### src/rtl/score_display_ctrl.sv
// Score counter (BCD or hex digits) with registered active-low 7-segment outputs,
// leading-zero blanking and whole-display blinking.
module score_display_ctrl #(
  parameter int NUM_DIGITS = 6,
  parameter int DECIMAL    = 1,
  parameter int SATURATE   = 0,
  parameter int BLINK_HALF = 25000000
) (
  input  logic                    clk,
  input  logic                    reset,
  input  logic                    inc,
  input  logic                    clear,
  input  logic                    load,
  input  logic [4*NUM_DIGITS-1:0] load_val,
  input  logic                    lz_blank,
  input  logic                    blink_en,
  output logic [4*NUM_DIGITS-1:0] value,
  output logic                    overflow,
  output logic [7*NUM_DIGITS-1:0] seg
);

  localparam logic [3:0] DIGIT_MAX = (DECIMAL != 0) ? 4'd9 : 4'd15;
  localparam int CW = (BLINK_HALF > 1) ? $clog2(BLINK_HALF) : 1;
  localparam logic [CW-1:0] CNT_LAST = CW'(BLINK_HALF - 1);

  logic [4*NUM_DIGITS-1:0] value_reg, value_next, value_inc, load_clean;
  logic                    overflow_reg, overflow_next;
  logic [7*NUM_DIGITS-1:0] seg_reg, seg_next;
  logic [CW-1:0]           cnt_reg, cnt_next;
  logic                    phase_reg, phase_next;
  logic [NUM_DIGITS:0]     carry;
  logic [NUM_DIGITS:0]     zero_above;
  logic                    blank_all;

  function automatic logic [6:0] seg7(input logic [3:0] d);
    logic [6:0] p;
    case (d)
      4'h0: p = 7'b1000000;
      4'h1: p = 7'b1111001;
      4'h2: p = 7'b0100100;
      4'h3: p = 7'b0110000;
      4'h4: p = 7'b0011001;
      4'h5: p = 7'b0010010;
      4'h6: p = 7'b0000010;
      4'h7: p = 7'b1111000;
      4'h8: p = 7'b0000000;
      4'h9: p = 7'b0011000;
      4'hA: p = 7'b0001000;
      4'hB: p = 7'b0000011;
      4'hC: p = 7'b1000110;
      4'hD: p = 7'b0100001;
      4'hE: p = 7'b0000110;
      default: p = 7'b0001110;
    endcase
    return p;
  endfunction

  // carry[NUM_DIGITS] doubles as the "all digits at max" flag.
  assign carry[0]               = 1'b1;
  assign zero_above[NUM_DIGITS] = 1'b1;
  assign blank_all              = blink_en && phase_reg;

  generate
    for (genvar gi = 0; gi < NUM_DIGITS; gi++) begin : g_digit
      logic [3:0] d;
      logic [3:0] ld;
      logic       lz_hide;
      assign d  = value_reg[4*gi +: 4];
      assign ld = load_val[4*gi +: 4];
      assign value_inc[4*gi +: 4]  = !carry[gi] ? d : ((d == DIGIT_MAX) ? 4'd0 : d + 4'd1);
      assign carry[gi+1]           = carry[gi] && (d == DIGIT_MAX);
      assign load_clean[4*gi +: 4] = ((DECIMAL != 0) && (ld > 4'd9)) ? 4'd9 : ld;
      assign zero_above[gi]        = zero_above[gi+1] && (d == 4'd0);
      // Digit 0 always stays lit so a zero score reads "0".
      assign lz_hide               = (gi != 0) && lz_blank && zero_above[gi];
      assign seg_next[7*gi +: 7]   = (blank_all || lz_hide) ? 7'b1111111 : seg7(d);
    end
  endgenerate

  always_comb begin
    value_next    = value_reg;
    overflow_next = overflow_reg;
    if (clear) begin
      value_next    = '0;
      overflow_next = 1'b0;
    end else if (load) begin
      value_next    = load_clean;
      overflow_next = 1'b0;
    end else if (inc) begin
      if (carry[NUM_DIGITS]) begin
        overflow_next = 1'b1;
        value_next    = (SATURATE != 0) ? value_reg : value_inc;
      end else begin
        value_next = value_inc;
      end
    end
  end

  always_comb begin
    cnt_next   = cnt_reg;
    phase_next = phase_reg;
    if (!blink_en) begin
      cnt_next   = '0;
      phase_next = 1'b0;
    end else if (cnt_reg == CNT_LAST) begin
      cnt_next   = '0;
      phase_next = !phase_reg;
    end else begin
      cnt_next = cnt_reg + CW'(1);
    end
  end

  always_ff @(posedge clk or posedge reset) begin
    if (reset) begin
      value_reg    <= '0;
      overflow_reg <= 1'b0;
      seg_reg      <= '1;
      cnt_reg      <= '0;
      phase_reg    <= 1'b0;
    end else begin
      value_reg    <= value_next;
      overflow_reg <= overflow_next;
      seg_reg      <= seg_next;
      cnt_reg      <= cnt_next;
      phase_reg    <= phase_next;
    end
  end

  assign value    = value_reg;
  assign overflow = overflow_reg;
  assign seg      = seg_reg;

endmodule

### config.mk
export PLATFORM = sky130hd
export DESIGN_NAME = score_display_ctrl
export DESIGN_NICKNAME = d
export VERILOG_FILES = /design/src/rtl/score_display_ctrl.sv
export SDC_FILE = /design/constraint.sdc
export NUM_CORES = 1
export LEC_CHECK = 0
export ABC_AREA = 1
export CAP_MARGIN = 20
export CORE_UTILIZATION = 50
export DETAILED_ROUTE_END_ITERATION = 10
export PLACE_DENSITY = 0.79
export SYNTH_ARGS = -nofsm -noshare
export SYNTH_HDL_FRONTEND = slang
export SYNTH_SLANG_ARGS = --single-unit
### constraint.sdc
create_clock -name clk -period 3.95 [get_ports clk]
set_input_delay 0.79 -clock clk [delete_from_list [all_inputs] [get_ports clk]]
set_output_delay 0.79 -clock clk [all_outputs]
set_load 0.005 [all_outputs]
# Word-level counts from Yosys, hierarchy flattened
# Memories as Yosys holds them, arrays and structs flattened.
# Cells that the tools add are included.
# totals
reg_bits,93
romBits,672
output_inout_bits,67
word_cells,110
n_memories,6
# op_classes
n_addsub,7
order_cmp,6
n_eq_ne,8
n_mux,34
n_reduce_logical,39
# memory_table
name,words,word_bits,read_ports,rd_ports_with_merged_regs,write_ports,line,source
(name not given),16,7,1,0,0,37,case (d)
(name not given),16,7,1,0,0,37,
(name not given),16,7,1,0,0,37,
(name not given),16,7,1,0,0,37,
(name not given),16,7,1,0,0,37,
(name not given),16,7,1,0,0,37,
# ops
operator,n
two-way mux 24 bit,3
two-way mux 4 bit,17
two-way mux 25 bit,2
two-way mux 7 bit,6
adder 25 x 1 -> 25 bit (second input constant),1
== test 25 bit (second input constant),1
adder 4 x 1 -> 4 bit (second input constant),6
== test 4 bit (second input constant),6
> comparator 4 bit (second input constant),6
nonzero test 3 bit,7
zero test 4 bit,5
logical AND 1 bit,15
AND reduction 2 bit,6
two-way mux 1 bit,6
logical OR 1 bit,5
inequality test 2 x 1 -> 1 bit (second input constant),1
zero test 1 bit,1

# Longest topological paths before layout
# Gate-level depths: netlist of the first run.
# logic_depth
word_depth,10
depth_mapped,10
depth_no_buf,10

# Least setup slack after synthesis of the first run
# Ideal clock, no wire load.
# synth_timing
path_type,in2reg
from,in clear
to,reg value_reg[10] (netlist: value[10])
setup_time_ns,0.127
t_arrival_ns,1.626
required_ns,3.823
setup_slack_ns,2.197
cell_stages,6
n_path_buf,2
cell_sequence,buf_4 nor2_4 buf_2 nand2_2 nand2_1 o22ai_1
# synth_via
elab_chain_cells,2
word_cells_on_any_way,4
classes_between,mux (1); reduce/logical (3)
# synth_rtl
element,line,source
from (decl),12,"input logic clear,"
nonzero test 3 bit (no source line),n/a,
AND reduction 2 bit (no source line),n/a,
to (signal assigned),121,value_reg <= value_next;
to (decl),26,"logic [4*NUM_DIGITS-1:0] value_reg, value_next, value_inc, load_clean;"
# Parallel ways exist; a longest one is shown, timed or not.
# A chain may end at the register's enable or synchronous reset.

# Worst setup path in the final report of the first run
# layout_timing
from,in load
to,reg value_reg[10] (netlist: value[10])
# layout_via
elab_chain_cells,2
word_cells_on_any_way,5
classes_between,mux (2); reduce/logical (3)
# layout_rtl
element,line,source
from (decl),13,"input logic load,"
nonzero test 3 bit (no source line) or two-way mux 24 bit (tied branches),n/a,
AND reduction 2 bit (no source line) or two-way mux 24 bit (tied branches),n/a,
# Parallel ways exist; a longest one is shown, timed or not.

==> results.sh, run 1 <==
export IMPL_syn_nets=791
export IMPL_r2r_end="seg[20]"
export IMPL_reg2reg_slack_ns=2.00
export IMPL_worstRegToRegCells=7
export IMPL_antenna_left=0
export IMPL_vias=5409
export IMPL_yosysMostFrequentCell="nand2_1"
export IMPL_synth_top_cell_by_area="dfrtp_1"
export IMPL_coreArea_mm2=0.0110
export IMPL_finalCritPeriodShare_pct=63.3
export IMPL_grt_usage_pct=25.9
export IMPL_synthTopCellsByArea="dfrtp_1 22%, dfstp_2 19%, nand2_1 9.1%, nand3_1 6.7%, nor2_1 6.2%"
export IMPL_finalPower_w=0.00274
export IMPL_cts_root_buffer="clkbuf_16"
export IMPL_worst_hold_path_type="register to register"
export IMPL_fin_ws_ns=1.45
export IMPL_grt_pass1_vias=5249
export IMPL_setup_worst_path_start="load"
export IMPL_initial_core_util_pct=52.2
export IMPL_synth_yosys_seq_area_share_pct=41.3
export IMPL_drtIter0Drc=412
export IMPL_cp_start_kind="input pin"
export IMPL_slew_headroom_pct=61.5
export IMPL_dp_hpwl_um=11000
export IMPL_setup_tns_ns=0
export IMPL_rsz0062_at_grt="false"
export IMPL_crit_path_end_kind="register"
export IMPL_routedWlPerCell_um=15.1
export IMPL_cpMostUsedCell="nand2_2"
export IMPL_finalNetCount=879
export IMPL_drv_cap=0
export IMPL_netlist_area_leader_share_pct=22.2
export IMPL_diodes=0
export IMPL_slowest_stage="clkdlybuf4s50_1"
export IMPL_clockBufferDepth=2
export IMPL_synth_ff_type="dfrtp_1"
export IMPL_ys_ff_latch=93
export IMPL_insertion_delay_ns=0.35
export IMPL_path_cells="clkdlybuf4s50_1 -> nor2_4 -> nand2_2 -> nand3_4 -> nand2_2 -> nand2_1 -> o22ai_1"
export IMPL_antenna_found_initial=0
export IMPL_cp_max_fo=14
export IMPL_area_growth_pct=22.8
export IMPL_post_route_drc_count=0
export IMPL_cts_hold_buf=0
export IMPL_path_class="input pin to register"
export IMPL_viasPerCell=5.59
export IMPL_min_to="cnt_reg[0]"
export IMPL_cts_tree="built"
export IMPL_place_congestion=0.892
export IMPL_drv_slew=0
export IMPL_hold_slack_ns=0.486
export IMPL_min_path_cells=1
export IMPL_h_tree_depth=3
export IMPL_dieArea_mm2=0.0120
export IMPL_synth_area_per_cell_um2=7.85
export IMPL_ctsResizeCount=0
export IMPL_die_w_um=109
export IMPL_max_stage_delay_ns=0.70
export IMPL_synthCells=734
export IMPL_pre_cts_slack_ns=1.09
export IMPL_vdd_drop_max_uv=251
export IMPL_p_leak_nw=3.04
export IMPL_hp_start="cnt_reg[0]"
export IMPL_synth_distinct_cells=47
export IMPL_drtPass1Iterations=5
export IMPL_grt_overflow=0
export IMPL_finalHoldViolCount=0
export IMPL_syn_area_mm2=0.00576
export IMPL_pwr_density_cell_mw_per_mm2=388
export IMPL_rr_startpoint="value[20]"
export IMPL_clk_pin_slew_ns=0.07
export IMPL_synthArstFlopShare_pct=100
export IMPL_setup_viol_count_final=0
export IMPL_outcome="completed"
export IMPL_grt_pass1_wl_um=24300
export IMPL_cts_sinks=93
export IMPL_finish_utilization_pct=64.1
export IMPL_drive_gt1_share_pct=13.3
export IMPL_fmax_mhz=400
export IMPL_cp_arrival_ns=2.72
export IMPL_min_period_ns=2.50
export IMPL_ys_warn_count=0
export IMPL_wl_um=14600
export IMPL_io_pins=98
export IMPL_post_cts_setup_buffers=0
export IMPL_largest_reg_flops=42
export IMPL_synth_edf_count=0
export IMPL_grt_max_degree=64
export IMPL_required_ns=4.17
export IMPL_io_buffers=97
export IMPL_synth_common_cells="139 x nand2_1, 95 x nor2_1, 77 x nand3_1, 70 x inv_1, 51 x dfrtp_1"
export IMPL_die_height_um=109
export IMPL_skew_ns=0.00931
export IMPL_tightest_slew_ns=0.576
export IMPL_num_rows=38
export IMPL_cts_buffers=9
==> stage by stage <==
stage	instances	cell area (um^2)
final	967	7070
after floorplan	734	5760
after CTS	967	7070
after global routing	967	7070
after detailed placement	951	6800
after global placement	951	6800
==> layout make-up <==
class | instances | area (um^2)
multi-input cells | 537 | 2930
clock inverters | 7 | 48.8
repair buffers | 99 | 998
clock buffers | 9 | 225
flip-flops and latches | 93 | 2380
inverters | 82 | 315
well taps | 140 | 175
fillers | 951 | 3960
==> power breakdown <==
group          leakage, nW  internal, W  switching [W]  total [W]
Sequential            1.13      0.00113      0.0000906    0.00122
Clock                0.136     0.000429       0.000382   0.000811
Combinational         1.77     0.000360       0.000353   0.000713
==> metal layers <==
| metal | vias up | global-route usage, % | part of all wire, % |
|---|---|---|---|
| met5 | - | 0 | 0 |
| met4 | 0 | 11.1 | 2.2 |
| met3 | 28 | 4.03 | 6.3 |
| met2 | 208 | 42.5 | 48 |
| met1 | 2542 | 34.0 | 43 |
| li1 | 2631 | - | - |
==> critical path, delay by kind of cell <==
family | cells | cell delay, ns
buf+inv | 1 | 0.70
simple gates | 5 | 1.13
compound gates | 1 | 0.10
==> how the worst max path moves through the flow <==
stage	endpoint	cells past startpoint
3_3_place_gp	value[11]	7
5_1_grt	value[9]	7
2_1_floorplan	cnt_reg[0]	1
4_1_cts	value[22]	9
6_report	value[10]	7
3_5_place_dp	value[22]	9
==> cells by family (layout without fill, tap and decap cells) <==
family / after synthesis / count (layout) / synth area share (%)
AO/OA/AOI/OAI: 120 / 120 / 12.5
AND/OR/NAND/NOR: 379 / 379 / 30.8
flip-flops: 93 / 93 / 41.3
XOR/XNOR: 12 / 12 / 1.82
buffers and inverters: 104 / 197 / 7.84
adder cells (fa/ha/maj): 26 / 26 / 5.65
==> cells in the final DEF (no fill, tap or decap), drive strengths merged, types with 2 or more instances in the layout <==
cell | netlist | layout
a211oi | 4 | 4
a21oi | 32 | 32
a22oi | 2 | 2
a31oi | 3 | 3
and2 | 3 | 3
buf | 15 | 2
clkbuf | 7 | 9
clkdlybuf4s50 | 0 | 97
clkinv | 2 | 7
dfrtp | 51 | 51
dfstp | 42 | 42
ha | 26 | 26
inv | 80 | 81
nand2 | 152 | 152
nand3 | 80 | 80
nand4 | 16 | 16
nor2 | 106 | 106
nor3 | 16 | 16
o2111ai | 5 | 5
o211ai | 14 | 14
o21ai | 47 | 47
o22ai | 5 | 5
o311ai | 3 | 3
o31ai | 3 | 3
or2 | 5 | 5
xnor2 | 6 | 6
xor2 | 6 | 6
Power figures use the tool's default switching activity.
==> inputs of run 2 (changes only) <==
==> constraint.sdc (replaced) <==
create_clock -name clk -period 2.43 [get_ports clk]
set_input_delay 0.486 -clock clk [delete_from_list [all_inputs] [get_ports clk]]
set_output_delay 0.486 -clock clk [all_outputs]
set_load 0.005 [all_outputs]
==> run 2 against run 1 <==
Net effect: routed wire length down 0.21%; sequential power rose by 62%; critical path depth shrank 6; global-route usage grew 0.097 points; final cell count rose by 0.52%; die area unchanged; hold slack got worse by 0.00080 ns; first-iteration DRC count is 21% lower; final area increased by 1.2%; sequential share of layout area shrank 0.39 points.
==> results.sh, run 2 (synthesized netlist as in run 1, its figures left out) <==
export IMPL_clockBufferDepth=2
export IMPL_antenna_left=0
export IMPL_io_buffers=97
export IMPL_tightest_slew_ns=0.468
export IMPL_outcome="completed"
export IMPL_fin_ws_ns=0.392
export IMPL_drv_cap=0
export IMPL_cp_num_cells=1
export IMPL_post_cts_setup_buffers=0
export IMPL_drtIter0Drc=327
export IMPL_worstRegToRegCells=10
export IMPL_drive_gt1_share_pct=13.7
export IMPL_coreArea_mm2=0.0110
export IMPL_setup_tns_ns=0
export IMPL_largest_reg_flops=42
export IMPL_post_route_drc_count=0
export IMPL_setup_viol_count_final=0
export IMPL_ctsResizeCount=0
export IMPL_crit_family="flip-flops"
export IMPL_die_height_um=109
export IMPL_rr_startpoint="value[5]"
export IMPL_area_growth_pct=24.2
export IMPL_cts_tree="built"
export IMPL_max_stage_delay_ns=0.61
export IMPL_finalCritPeriodShare_pct=83.9
export IMPL_finalNetCount=884
export IMPL_cp_start_kind="register"
export IMPL_slowest_stage="dfrtp_1"
export IMPL_grt_usage_pct=26.0
export IMPL_cts_buffers=9
export IMPL_vdd_drop_max_uv=436
export IMPL_slew_headroom_pct=68.6
export IMPL_path_class="register to output port"
export IMPL_cp_max_fo=13
export IMPL_r2r_end="value[17]"
export IMPL_layout_commonest_cell="nand2_1"
export IMPL_drv_slew=0
export IMPL_skew_ns=0.0126
export IMPL_num_rows=38
export IMPL_routedWlPerCell_um=15.0
export IMPL_path_cells="clkdlybuf4s50_1"
export IMPL_diodes=0
export IMPL_vias=5495
export IMPL_grt_max_degree=49
export IMPL_required_ns=1.94
export IMPL_drtPass1Iterations=5
export IMPL_grt_pass1_vias=5269
export IMPL_io_pins=98
export IMPL_dp_hpwl_um=11000
export IMPL_h_tree_depth=3
export IMPL_rsz0062_at_grt="false"
export IMPL_reg2reg_slack_ns=0.51
export IMPL_grt_overflow=0
export IMPL_dieArea_mm2=0.0120
export IMPL_fmax_mhz=491
export IMPL_critPathCapture="value[19]"
export IMPL_cp_arrival_ns=1.55
export IMPL_min_period_ns=2.04
export IMPL_final_cell_mix="139 x nand2_1, 97 x clkdlybuf4s50_1, 95 x nor2_1"
export IMPL_cts_hold_buf=0
export IMPL_grt_pass1_wl_um=24400
export IMPL_clk_pin_slew_ns=0.07
export IMPL_setup_worst_path_start="value[19]"
export IMPL_worst_hold_path_type="register to register"
export IMPL_pwr_density_cell_mw_per_mm2=643
export IMPL_die_w_um=109
export IMPL_p_leak_nw=3.08
export IMPL_finalHoldViolCount=0
export IMPL_initial_core_util_pct=52.2
export IMPL_cts_sinks=93
export IMPL_crit_path_end_kind="output port"
export IMPL_critPathBufInv=1
export IMPL_wl_um=14600
export IMPL_insertion_delay_ns=0.35
export IMPL_viasPerCell=5.65
export IMPL_place_congestion=0.943
export IMPL_antenna_found_initial=1
export IMPL_pre_cts_slack_ns=0.260
export IMPL_cts_root_buffer="clkbuf_16"
-- run 2: cell count changes in the layout (fill, tap and decap cells not counted) --
cell,change
buf_4,+4
clkbuf_8,+2
clkinv_2,-2
inv_6,-2
buf_12,+1
bufinv_16,+1
clkbuf_1,+1
clkinv_4,-1
clkinvlp_4,+1
-- run 2: how the worst min path moves through the flow --
stage                       endpoint  startpoint  slack (ns)  cells after the start
final                     cnt_reg[0]  cnt_reg[0]        0.49                      1
after detailed placement  cnt_reg[0]  cnt_reg[0]        0.47                      1
after floorplan           cnt_reg[0]  cnt_reg[0]        0.45                      1
after global placement    cnt_reg[0]  cnt_reg[0]        0.47                      1
after CTS                 cnt_reg[0]  cnt_reg[0]        0.48                      1
after global routing      cnt_reg[0]  cnt_reg[0]        0.50                      1
-- run 2: routing by layer --
metal	wire [um]	share of wire, %	vias to the layer above	GRT usage [%]
met3	1100	7.5	29	4.80
met2	6780	46	249	41.8
met5	0	0	-	0
met4	322	2.2	0	10.7
li1	-	-	2625	-
met1	6400	44	2592	34.6
-- run 2: cell type report --
type | instances | area (um^2)
Tap cell | 140 | 175
Clock buffer | 12 | 256
Multi-Input combinational cell | 537 | 2930
Sequential cell | 93 | 2380
Clock inverter | 4 | 47.5
Timing Repair Buffer | 104 | 1050
Inverter | 82 | 318
Fill cell | 909 | 3880
-- run 2: per-stage QoR --
step | util [%] | hold slack (ns) | cell area (um^2) | power, W | std cells
2_1_floorplan | - | 0.449 | 5760 | 0.00257 | 734
3_3_place_gp | 62.1 | 0.468 | 6850 | 0.00314 | 956
3_5_place_dp | 62.1 | 0.474 | 6850 | 0.00317 | 956
4_1_cts | 64.8 | 0.484 | 7150 | 0.00461 | 972
5_1_grt | 64.8 | 0.504 | 7150 | 0.00483 | 972
6_report | 64.8 | 0.485 | 7150 | 0.00460 | 972
-- run 2: where the power goes --
group          leakage (nW)  switching, W  internal [W]
Clock                 0.149      0.000591      0.000850
Combinational          1.80      0.000576      0.000594
Sequential             1.13      0.000148       0.00184
Total                  3.08       0.00131       0.00328
